## config.mk

```make
export PLATFORM = sky130hd
export DESIGN_NAME = reg_writeback
export DESIGN_NICKNAME = d
export VERILOG_FILES = /design/src/rtl/reg_wb_pkg.sv /design/src/rtl/reg_wb_fifo.sv /design/src/rtl/reg_writeback.sv
export SDC_FILE = /design/constraint.sdc
export NUM_CORES = 1
export LEC_CHECK = 0
export ABC_CLOCK_PERIOD_IN_PS = 4700
export CORE_MARGIN = 8
export CORE_UTILIZATION = 33
export CTS_CLUSTER_DIAMETER = 150
export DETAILED_ROUTE_END_ITERATION = 7
export GPL_ROUTABILITY_DRIVEN = 0
export GPL_TIMING_DRIVEN = 1
export PLACE_DENSITY = 0.64
export SYNTH_ARGS = -nofsm -noshare
export SYNTH_HDL_FRONTEND = slang
export SYNTH_SLANG_ARGS = --single-unit
```

## constraint.sdc

```tcl
create_clock -name clk -period 4.7 [get_ports clk]
set_input_delay 0.705 -clock clk [delete_from_list [all_inputs] [get_ports clk]]
set_output_delay 0.705 -clock clk [all_outputs]
set_load 0.01 [all_outputs]
```

## src/rtl/reg_wb_pkg.sv

```systemverilog
// Shared definitions for the register writeback buffer: default widths and
// the buffered entry layout.
package reg_wb_pkg;

  localparam int DEF_ADDR_W = 5;
  localparam int DEF_DATA_W = 32;

  typedef struct packed {
    logic [DEF_ADDR_W-1:0] addr;
    logic [DEF_DATA_W-1:0] data;
  } wb_entry_t;

endpackage

```

## src/rtl/reg_wb_fifo.sv

```systemverilog
// Two-push / two-pop circular buffer. It keeps entries in program order and
// exposes per-slot occupancy and addresses for the pending-write decode.
module reg_wb_fifo #(
  parameter int DEPTH  = 4,
  parameter int ADDR_W = 5,
  parameter int DATA_W = 32,
  localparam int PW    = $clog2(DEPTH),
  localparam int CW    = $clog2(DEPTH) + 1
) (
  input  logic                         clk,
  input  logic                         rst,
  input  logic                         push0,
  input  logic [ADDR_W-1:0]            push0_addr,
  input  logic [DATA_W-1:0]            push0_data,
  input  logic                         push1,
  input  logic [ADDR_W-1:0]            push1_addr,
  input  logic [DATA_W-1:0]            push1_data,
  input  logic [1:0]                   pop_n,
  input  logic                         flush,
  output logic [ADDR_W-1:0]            peek0_addr,
  output logic [DATA_W-1:0]            peek0_data,
  output logic [ADDR_W-1:0]            peek1_addr,
  output logic [DATA_W-1:0]            peek1_data,
  output logic [CW-1:0]                count,
  output logic [DEPTH-1:0]             slot_valid,
  output logic [DEPTH-1:0][ADDR_W-1:0] slot_addr
);

  typedef logic [PW-1:0] ptr_t;

  typedef struct packed {
    logic [ADDR_W-1:0] addr;
    logic [DATA_W-1:0] data;
  } entry_t;

  entry_t     mem [DEPTH];
  ptr_t       rd_ptr;
  ptr_t       wr_ptr;
  logic [1:0] push_n;
  ptr_t       rd_ptr1;
  ptr_t       push1_slot;

  assign push_n     = {1'b0, push0} + {1'b0, push1};
  assign rd_ptr1    = rd_ptr + ptr_t'(1);
  // When A is absent, B takes the slot A would have used.
  assign push1_slot = push0 ? wr_ptr + ptr_t'(1) : wr_ptr;

  always_ff @(posedge clk) begin
    if (!flush) begin
      if (push0) mem[wr_ptr]     <= '{addr: push0_addr, data: push0_data};
      if (push1) mem[push1_slot] <= '{addr: push1_addr, data: push1_data};
    end
  end

  always_ff @(posedge clk or posedge rst) begin
    if (rst) begin
      rd_ptr <= '0;
      wr_ptr <= '0;
      count  <= '0;
    end else if (flush) begin
      rd_ptr <= '0;
      wr_ptr <= '0;
      count  <= '0;
    end else begin
      rd_ptr <= rd_ptr + ptr_t'(pop_n);
      wr_ptr <= wr_ptr + ptr_t'(push_n);
      count  <= count + CW'(push_n) - CW'(pop_n);
    end
  end

  assign peek0_addr = mem[rd_ptr].addr;
  assign peek0_data = mem[rd_ptr].data;
  assign peek1_addr = mem[rd_ptr1].addr;
  assign peek1_data = mem[rd_ptr1].data;

  // A slot is live when its distance from the read pointer is below count.
  always_comb begin
    slot_valid = '0;
    slot_addr  = '0;
    for (int i = 0; i < DEPTH; i++) begin
      slot_valid[i] = {1'b0, ptr_t'(i) - rd_ptr} < count;
      slot_addr[i]  = mem[i].addr;
    end
  end

endmodule

```

## src/rtl/reg_writeback.sv

```systemverilog
// Writeback buffer between the execution units and a two-write-port register
// file; retires up to two results per cycle and exports a pending bitmap.
module reg_writeback
  import reg_wb_pkg::*;
#(
  parameter int DEPTH  = 4,
  parameter int ADDR_W = DEF_ADDR_W,
  parameter int DATA_W = DEF_DATA_W,
  localparam int CW    = $clog2(DEPTH) + 1
) (
  input  logic                 clk,
  input  logic                 rst,
  input  logic                 a_valid,
  output logic                 a_ready,
  input  logic [ADDR_W-1:0]    a_addr,
  input  logic [DATA_W-1:0]    a_data,
  input  logic                 b_valid,
  output logic                 b_ready,
  input  logic [ADDR_W-1:0]    b_addr,
  input  logic [DATA_W-1:0]    b_data,
  input  logic                 stall,
  input  logic                 flush,
  output logic                 we,
  output logic [ADDR_W-1:0]    write_addr,
  output logic [DATA_W-1:0]    data,
  output logic                 we2,
  output logic [ADDR_W-1:0]    write_addr2,
  output logic [DATA_W-1:0]    data2,
  output logic [2**ADDR_W-1:0] pending,
  output logic [CW-1:0]        count
);

  localparam logic [CW-1:0] DEPTH_C = CW'(DEPTH);

  logic [CW-1:0]                free;
  logic                         a_fire;
  logic                         b_fire;
  logic [1:0]                   pop_n;
  logic [DEPTH-1:0]             slot_valid;
  logic [DEPTH-1:0][ADDR_W-1:0] slot_addr;

  // Handshake: a transfer happens on a rising edge where valid && ready.
  // Ready depends only on registered count, flush and (for B) a_valid; it
  // never waits on same-cycle retirement, and A is always the older entry.
  assign free    = DEPTH_C - count;
  assign a_ready = !flush && (free >= CW'(1));
  assign b_ready = !flush && ((free >= CW'(2)) || ((free >= CW'(1)) && !a_valid));
  assign a_fire  = a_valid && a_ready;
  assign b_fire  = b_valid && b_ready;

  always_comb begin
    pop_n = 2'd0;
    if (!stall && !flush) begin
      pop_n = (count >= CW'(2)) ? 2'd2 : 2'(count);
    end
  end

  // On a same-address pair the younger write alone must land.
  assign we2 = (pop_n == 2'd2);
  assign we  = (pop_n != 2'd0) && !(we2 && (write_addr == write_addr2));

  reg_wb_fifo #(
    .DEPTH  (DEPTH),
    .ADDR_W (ADDR_W),
    .DATA_W (DATA_W)
  ) u_fifo (
    .clk        (clk),
    .rst        (rst),
    .push0      (a_fire),
    .push0_addr (a_addr),
    .push0_data (a_data),
    .push1      (b_fire),
    .push1_addr (b_addr),
    .push1_data (b_data),
    .pop_n      (pop_n),
    .flush      (flush),
    .peek0_addr (write_addr),
    .peek0_data (data),
    .peek1_addr (write_addr2),
    .peek1_data (data2),
    .count      (count),
    .slot_valid (slot_valid),
    .slot_addr  (slot_addr)
  );

  always_comb begin
    pending = '0;
    for (int i = 0; i < DEPTH; i++) begin
      if (slot_valid[i]) pending[slot_addr[i]] = 1'b1;
    end
  end

endmodule

```

Word-level counts from Yosys, hierarchy flattened
Memory sizes are Yosys's and may differ from the RTL's.
Index checks and enable logic that the tools add are counted.

word-level totals
  flip-flop bits (word level) = 7
  memory bits (writable) = 148
  input bits = 80
  logic and storage cells = 78
  memories kept = 1

cells by class
  $add $sub $neg = 12
  $lt $le $gt $ge = 15
  eq/ne operators = 2
  multiplexer cells = 24
  bitwise logic cells = 3
  reduce and logical (&&, ||, !) cells = 18

memories
  name        words  width  read ports  clocked after Yosys merged registers in  wr ports  RTL line           text
  u_fifo.mem  4      37     6           0                                        2         reg_wb_fifo.sv:36  entry_t mem [DEPTH];

operators by type and width
  operator                                                                      count
  32-bit 2-to-1 mux                                                             4
  32-bit bitwise OR                                                             3
  5-bit by 6-bit less-than comparator with 1-bit output, second input constant  4
  1-bit demux with 5-bit select                                                 4
  5-bit by 1-bit >= comparator with 1-bit output, second input constant         4
  1-bit logical AND                                                             12
  2-bit by 3-bit less-than comparator with 1-bit output                         4
  1-bit 2-to-1 mux                                                              10
  2-bit 2-to-1 mux                                                              5
  3-bit by 2-bit >= comparator with 1-bit output, second input constant         2
  5-bit equality test                                                           1
  2-bit by 1-bit adder with 2-bit output, second input constant                 2
  2-bit adder                                                                   2
  1-bit zero test                                                               4
  1-bit by 2-bit subtractor with 2-bit output, first input constant             2
  2-bit subtractor, first input constant                                        2
  3-bit by 2-bit adder with 3-bit output                                        1
  3-bit by 1-bit >= comparator with 1-bit output, second input constant         1
  3-bit 2-to-1 mux                                                              1
  3-bit by 2-bit subtractor with 3-bit output                                   1
  3-bit subtractor, first input constant                                        1
  1-bit by 1-bit adder with 2-bit output                                        1
  2-bit equality test, second input constant                                    1
  2-bit nonzero test                                                            1
  1-bit logical OR                                                              1

Logic depth before layout (Yosys ltp)
  depth in word-level cells = 11
  gate-level depth with buffers = 12

Cells and area by module
From an unflattened synthesis, not the netlist that was laid out.

unflattened totals
  cells, all modules = 689
  area, all modules = 10336.2 µm²

by module, submodules not included
  module         times used  cells an instance  area each (µm²)  sequential area each (µm²)
  reg_wb_fifo    1           511                8994.9           4619.4
  reg_writeback  1           178                1341.3           0.0

Worst setup path before layout
Ideal clock, no wire load.

  path kind = reg-to-output
  start point = reg u_fifo.rd_ptr[1]
  end point = out pending[0]
  arrival time = 2.825 ns
  path slack = 1.170 ns
  stages on the path, launching flop included = 11
  buffers on the path = 3
  path through = dfrtp_1 > buf_2 > clkbuf_1 > buf_2 > xnor2_1 > inv_1 > ha_1 > a21o_1 > a2111oi_1 > a22oi_1 > nand3_1

between the ends
  word-level cells in the longest chain between the ends = 9
  elaborated cells on any way between the ends = 15

RTL lines
  element                                                RTL line             text
  start, declared                                        reg_wb_fifo.sv:37    ptr_t rd_ptr;
  start signal, assigned                                 reg_wb_fifo.sv:65    rd_ptr <= rd_ptr + ptr_t'(pop_n);
  1-bit by 2-bit subtractor with 2-bit output            reg_wb_fifo.sv:81    slot_valid[i] = {1'b0, ptr_t'(i) - rd_ptr} < count;
  2-bit by 3-bit less-than comparator with 1-bit output  reg_wb_fifo.sv:81
  32-bit 2-to-1 mux                                      reg_writeback.sv:89  if (slot_valid[i]) pending[slot_addr[i]] = 1'b1;
  32-bit bitwise OR (no source line)                     n/a
  32-bit 2-to-1 mux                                      reg_writeback.sv:89
  32-bit bitwise OR (no source line)                     n/a
  32-bit 2-to-1 mux                                      reg_writeback.sv:89
  32-bit bitwise OR (no source line)                     n/a
  32-bit 2-to-1 mux (*)                                  reg_writeback.sv:89
  end, declared                                          reg_writeback.sv:29  output logic [2**ADDR_W-1:0] pending,

Mark *: on every way between the ends. The rest lies on a longest branch, timed or not.

Worst setup path in the final report
Ends and elaborated chain as after synthesis.

==> impl_metrics.csv <==
group,metric,value,unit
status,outcome,"complete, no violations",
pwr,power_leakage,4.507,nW
pwr,switching_share,0.3606,
worst_setup_path,startpoint_type,"flip-flop",
sta,drv_slew,0,
synth,synth-seq-cells,155,
global_route,grt_use_total,0.1587,
synth,seq_area_frac_synth,0.4408,
detailed_routing,drcViolationCount,0,
final_layout,layout-drive-gt1-share,0.3140,
die,rows,65,
sta,clock_skew,16.45,ps
detailed_routing,wire_per_inst,23.43,µm
pwr,combPwrFrac,0.440,
detailed_routing,num_vias,7578,
synth,syn_area,10480,µm²
global_route,first_global_vias,7607,
pwr,power.net_switching,2.215,mW
cts,htree_levels,4,
global_route,grt_antenna_before_repair,8,
detailed_routing,drt_iter0_markers,659,
sta,timing.fmax,0.2249,GHz
die,die_h,194.2,µm
worst_setup_path,slowest_stage,"a2111oi_1",
flow_run,cap_violations,0,
synth,synth_top_cell_by_area,"edfxtp_1",
sta,finalCriticalPeriod,4447,ps
final_layout,fillers,2853,
synth,yosys-top-cells-area,"edfxtp_1 42%, mux4_2 16%, mux2_2 12%",
worst_setup_path,arrival,3740,ps
detailed_routing,antenna_left,0,
die,start_util,0.3338,
global_route,overflow,0,
final_layout,stdcell_area,13350,µm²
cts,cts_setup_buffers,0,
place,hpwlAfterDp,21660,µm
synth,synth_edf_count,148,
sta,tightest_slew,1058,ps
synth,ys.warnings.count,0,
place,port-buffer-count,192,
final_layout,nets,999,
worst_setup_path,crit_type,"flip-flop to output pin",
cts,cts_buffers,17,
sta,setup_viol,0,
final_layout,area_growth,27.36,%
cts,cts_tree,"built",
place,dp_slack,617.6,ps
final_layout,multi_input_area,5466,µm²
cts,clock_latency,430,ps
detailed_routing,avgViaCountPerCell,5.758,
pwr,power_density,460.2,nW/µm²
sta,slew_headroom,0.2949,
place,dp_cells,1284,
synth,syn_nets,834,
worst_setup_path,crit_chain,"xnor2_1, inv_1, ha_1, a21o_1, a2111oi_1, a22oi_1, nand3_1, clkdlybuf4s50_1",
worst_setup_path,cp_max_fo,43,
final_layout,stdcell_count,1316,
cts,path_clk_slew,70,ps
synth,synth_cell_type_count,64,
worst_setup_path,cp_top_family,"compound AO/OA/AOI/OAI gates",
synth,synthCells,736,
die,die_area,37720,µm²
global_route,grt_pass1_wl,46930,µm
pwr,pwr-share-clk,0.222,
sta,grt_setup_unrepaired,"false",
cts,clockRootBuffer,"clkbuf_16",
synth,async_reset_ff_frac,0.04516,
pwr,internal-power,3.928,mW
worst_setup_path,max_stage_delay,870,ps
worst_hold_path,min_path_type,"primary input to async pin",
synth,synth_top_area_share,0.4241,
worst_setup_path,cp-end-kind,"output pin",
sta,timing.final.ws_setup,253.2,ps
pwr,ir_drop,249.4,µV
sta,finalCritPeriodShare,0.9461,
pwr,p_seq_frac,0.338,
final_layout,n_antenna_cell,0,
synth,syn_area_per_cell,14.24,µm²
sta,fin_tns_setup,0,ps
place,placed_area,12750,µm²
final_layout,final-seq-area,4627,µm²
detailed_routing,first_pass_iters,5,
sta,hold_viol,0,
die,boundaryPins,193,
die,die_w,194.2,µm
worst_setup_path,crit_buf_inv,2,
die,core-area,31390,µm²
cts,cts.sinks,155,
synth,synth_flop_cell,"edfxtp_1",
detailed_routing,wirelength,30840,µm
cts,cts_buffer_depth,2,
global_route,grt_max_degree,57,
worst_setup_path,crit_required,3990,ps
[state kept, by name, summed over array words and instances (netlist names)]
| signal | flops |
|---|---|
| u_fifo.count | 3 |
| u_fifo.rd_ptr | 2 |
| u_fifo.mem | 148 |
| u_fifo.wr_ptr | 2 |
[area by class of cell]
type	count	share of cell area
tap	402	0.03768
timing repair buffer	208	0.1549
sequential	155	0.3466
clock inverter	15	0.01294
multi-input combinational	496	0.4095
clock buffer	17	0.03187
inverter	23	0.006468
[Yosys cell counts (all sizes together) (2+ instances only)]
cell     count
xnor2       12
o22ai       10
a211o        2
nor2b       12
nor4bb       2
a2bb2oi      3
nor2        24
nand4b       2
a21oi        7
o211ai      15
fa           2
a21o         5
edfxtp     148
nand4        6
a22oi       18
ha          16
a221o       12
mux4        75
or3          6
o32ai        5
nand2       31
nor3b        2
o21ai        2
clkbuf      32
a211oi       3
and2         4
inv         23
nand2b      11
mux2       148
a31oi        4
dfrtp        7
xor2         9
nor4         2
buf         30
nand3b       3
o211a        2
nor4b        4
nand3        9
o21a         3
nor3        10
a2111oi      2
[metrics by stage]
stage	hold WS, ps	utilization	total power, mW
after global placement	770.0	0.4061	4.800
after global routing	532.0	0.4252	6.446
after floorplan	508.4	-	3.593
after detailed placement	768.3	0.4061	4.802
final	522.1	0.4252	6.142
after CTS	508.6	0.4252	6.198
[kinds of logic after synthesis]
kind of cell    count (synthesis)  synth area share
xor+xnor                       21           0.01827
buf+inv                        85           0.04035
simple gates                  131           0.06638
compound gates                103           0.07749
fa+ha+maj                      18           0.02292
flops                         155            0.4408
mux                           223            0.3338
[power by group through the flow]
stage / Clock [mW] / Combinational (mW) / Sequential, mW
finish: 1.36 / 2.70 / 2.08
floorplan: 0 / 1.63 / 1.96
global route: 1.45 / 2.89 / 2.11
CTS: 1.40 / 2.73 / 2.07
global placement: 0 / 2.71 / 2.09
detailed placement: 0 / 2.70 / 2.10
[cell usage in the layout (no fill, tap or decap), drive strengths merged, types with 15 or more instances in the layout]
cell and n:
nand2 31, ha 16, clkdlybuf4s50 192, edfxtp 148
mux2 148, inv 32, clkbuf 17, a22oi 18
mux4 75, o211ai 15, buf 16, nor2 24
[per-layer routing]
layer  up-vias  track usage  wire length [µm]
met5         -            0               100
met2       436       0.2546             14360
met4        16      0.03904               512
met1      3753       0.2010             12630
met3        68      0.05779              3240
li1       3305            -                 -
[timing repair]
action | CTS | global route
setup endpoints to repair | 0 | 19
hold buffers | 0 | 0
resized for setup | 0 | 1
[final timing paths]
kind | slack (ps) | depth (start not counted) | start | end
max | 250 | 8 | u_fifo.rd_ptr[1]$_DFF_PP0_ | pending[0]
min | 520 | 2 | rst | u_fifo.count[0]$_DFF_PP0_
max reg2reg | 1340 | 8 | u_fifo.count[0]$_DFF_PP0_ | u_fifo.mem[3][16]$_DFFE_PP_
min reg2reg | 790 | 3 | u_fifo.wr_ptr[1]$_DFF_PP0_ | u_fifo.wr_ptr[1]$_DFF_PP0_
max in group asynchronous | 3920 | 2 | rst | u_fifo.rd_ptr[1]$_DFF_PP0_
min in group clk | 790 | 3 | u_fifo.wr_ptr[1]$_DFF_PP0_ | u_fifo.wr_ptr[1]$_DFF_PP0_
Note: power is estimated with default switching activity, not from simulation.
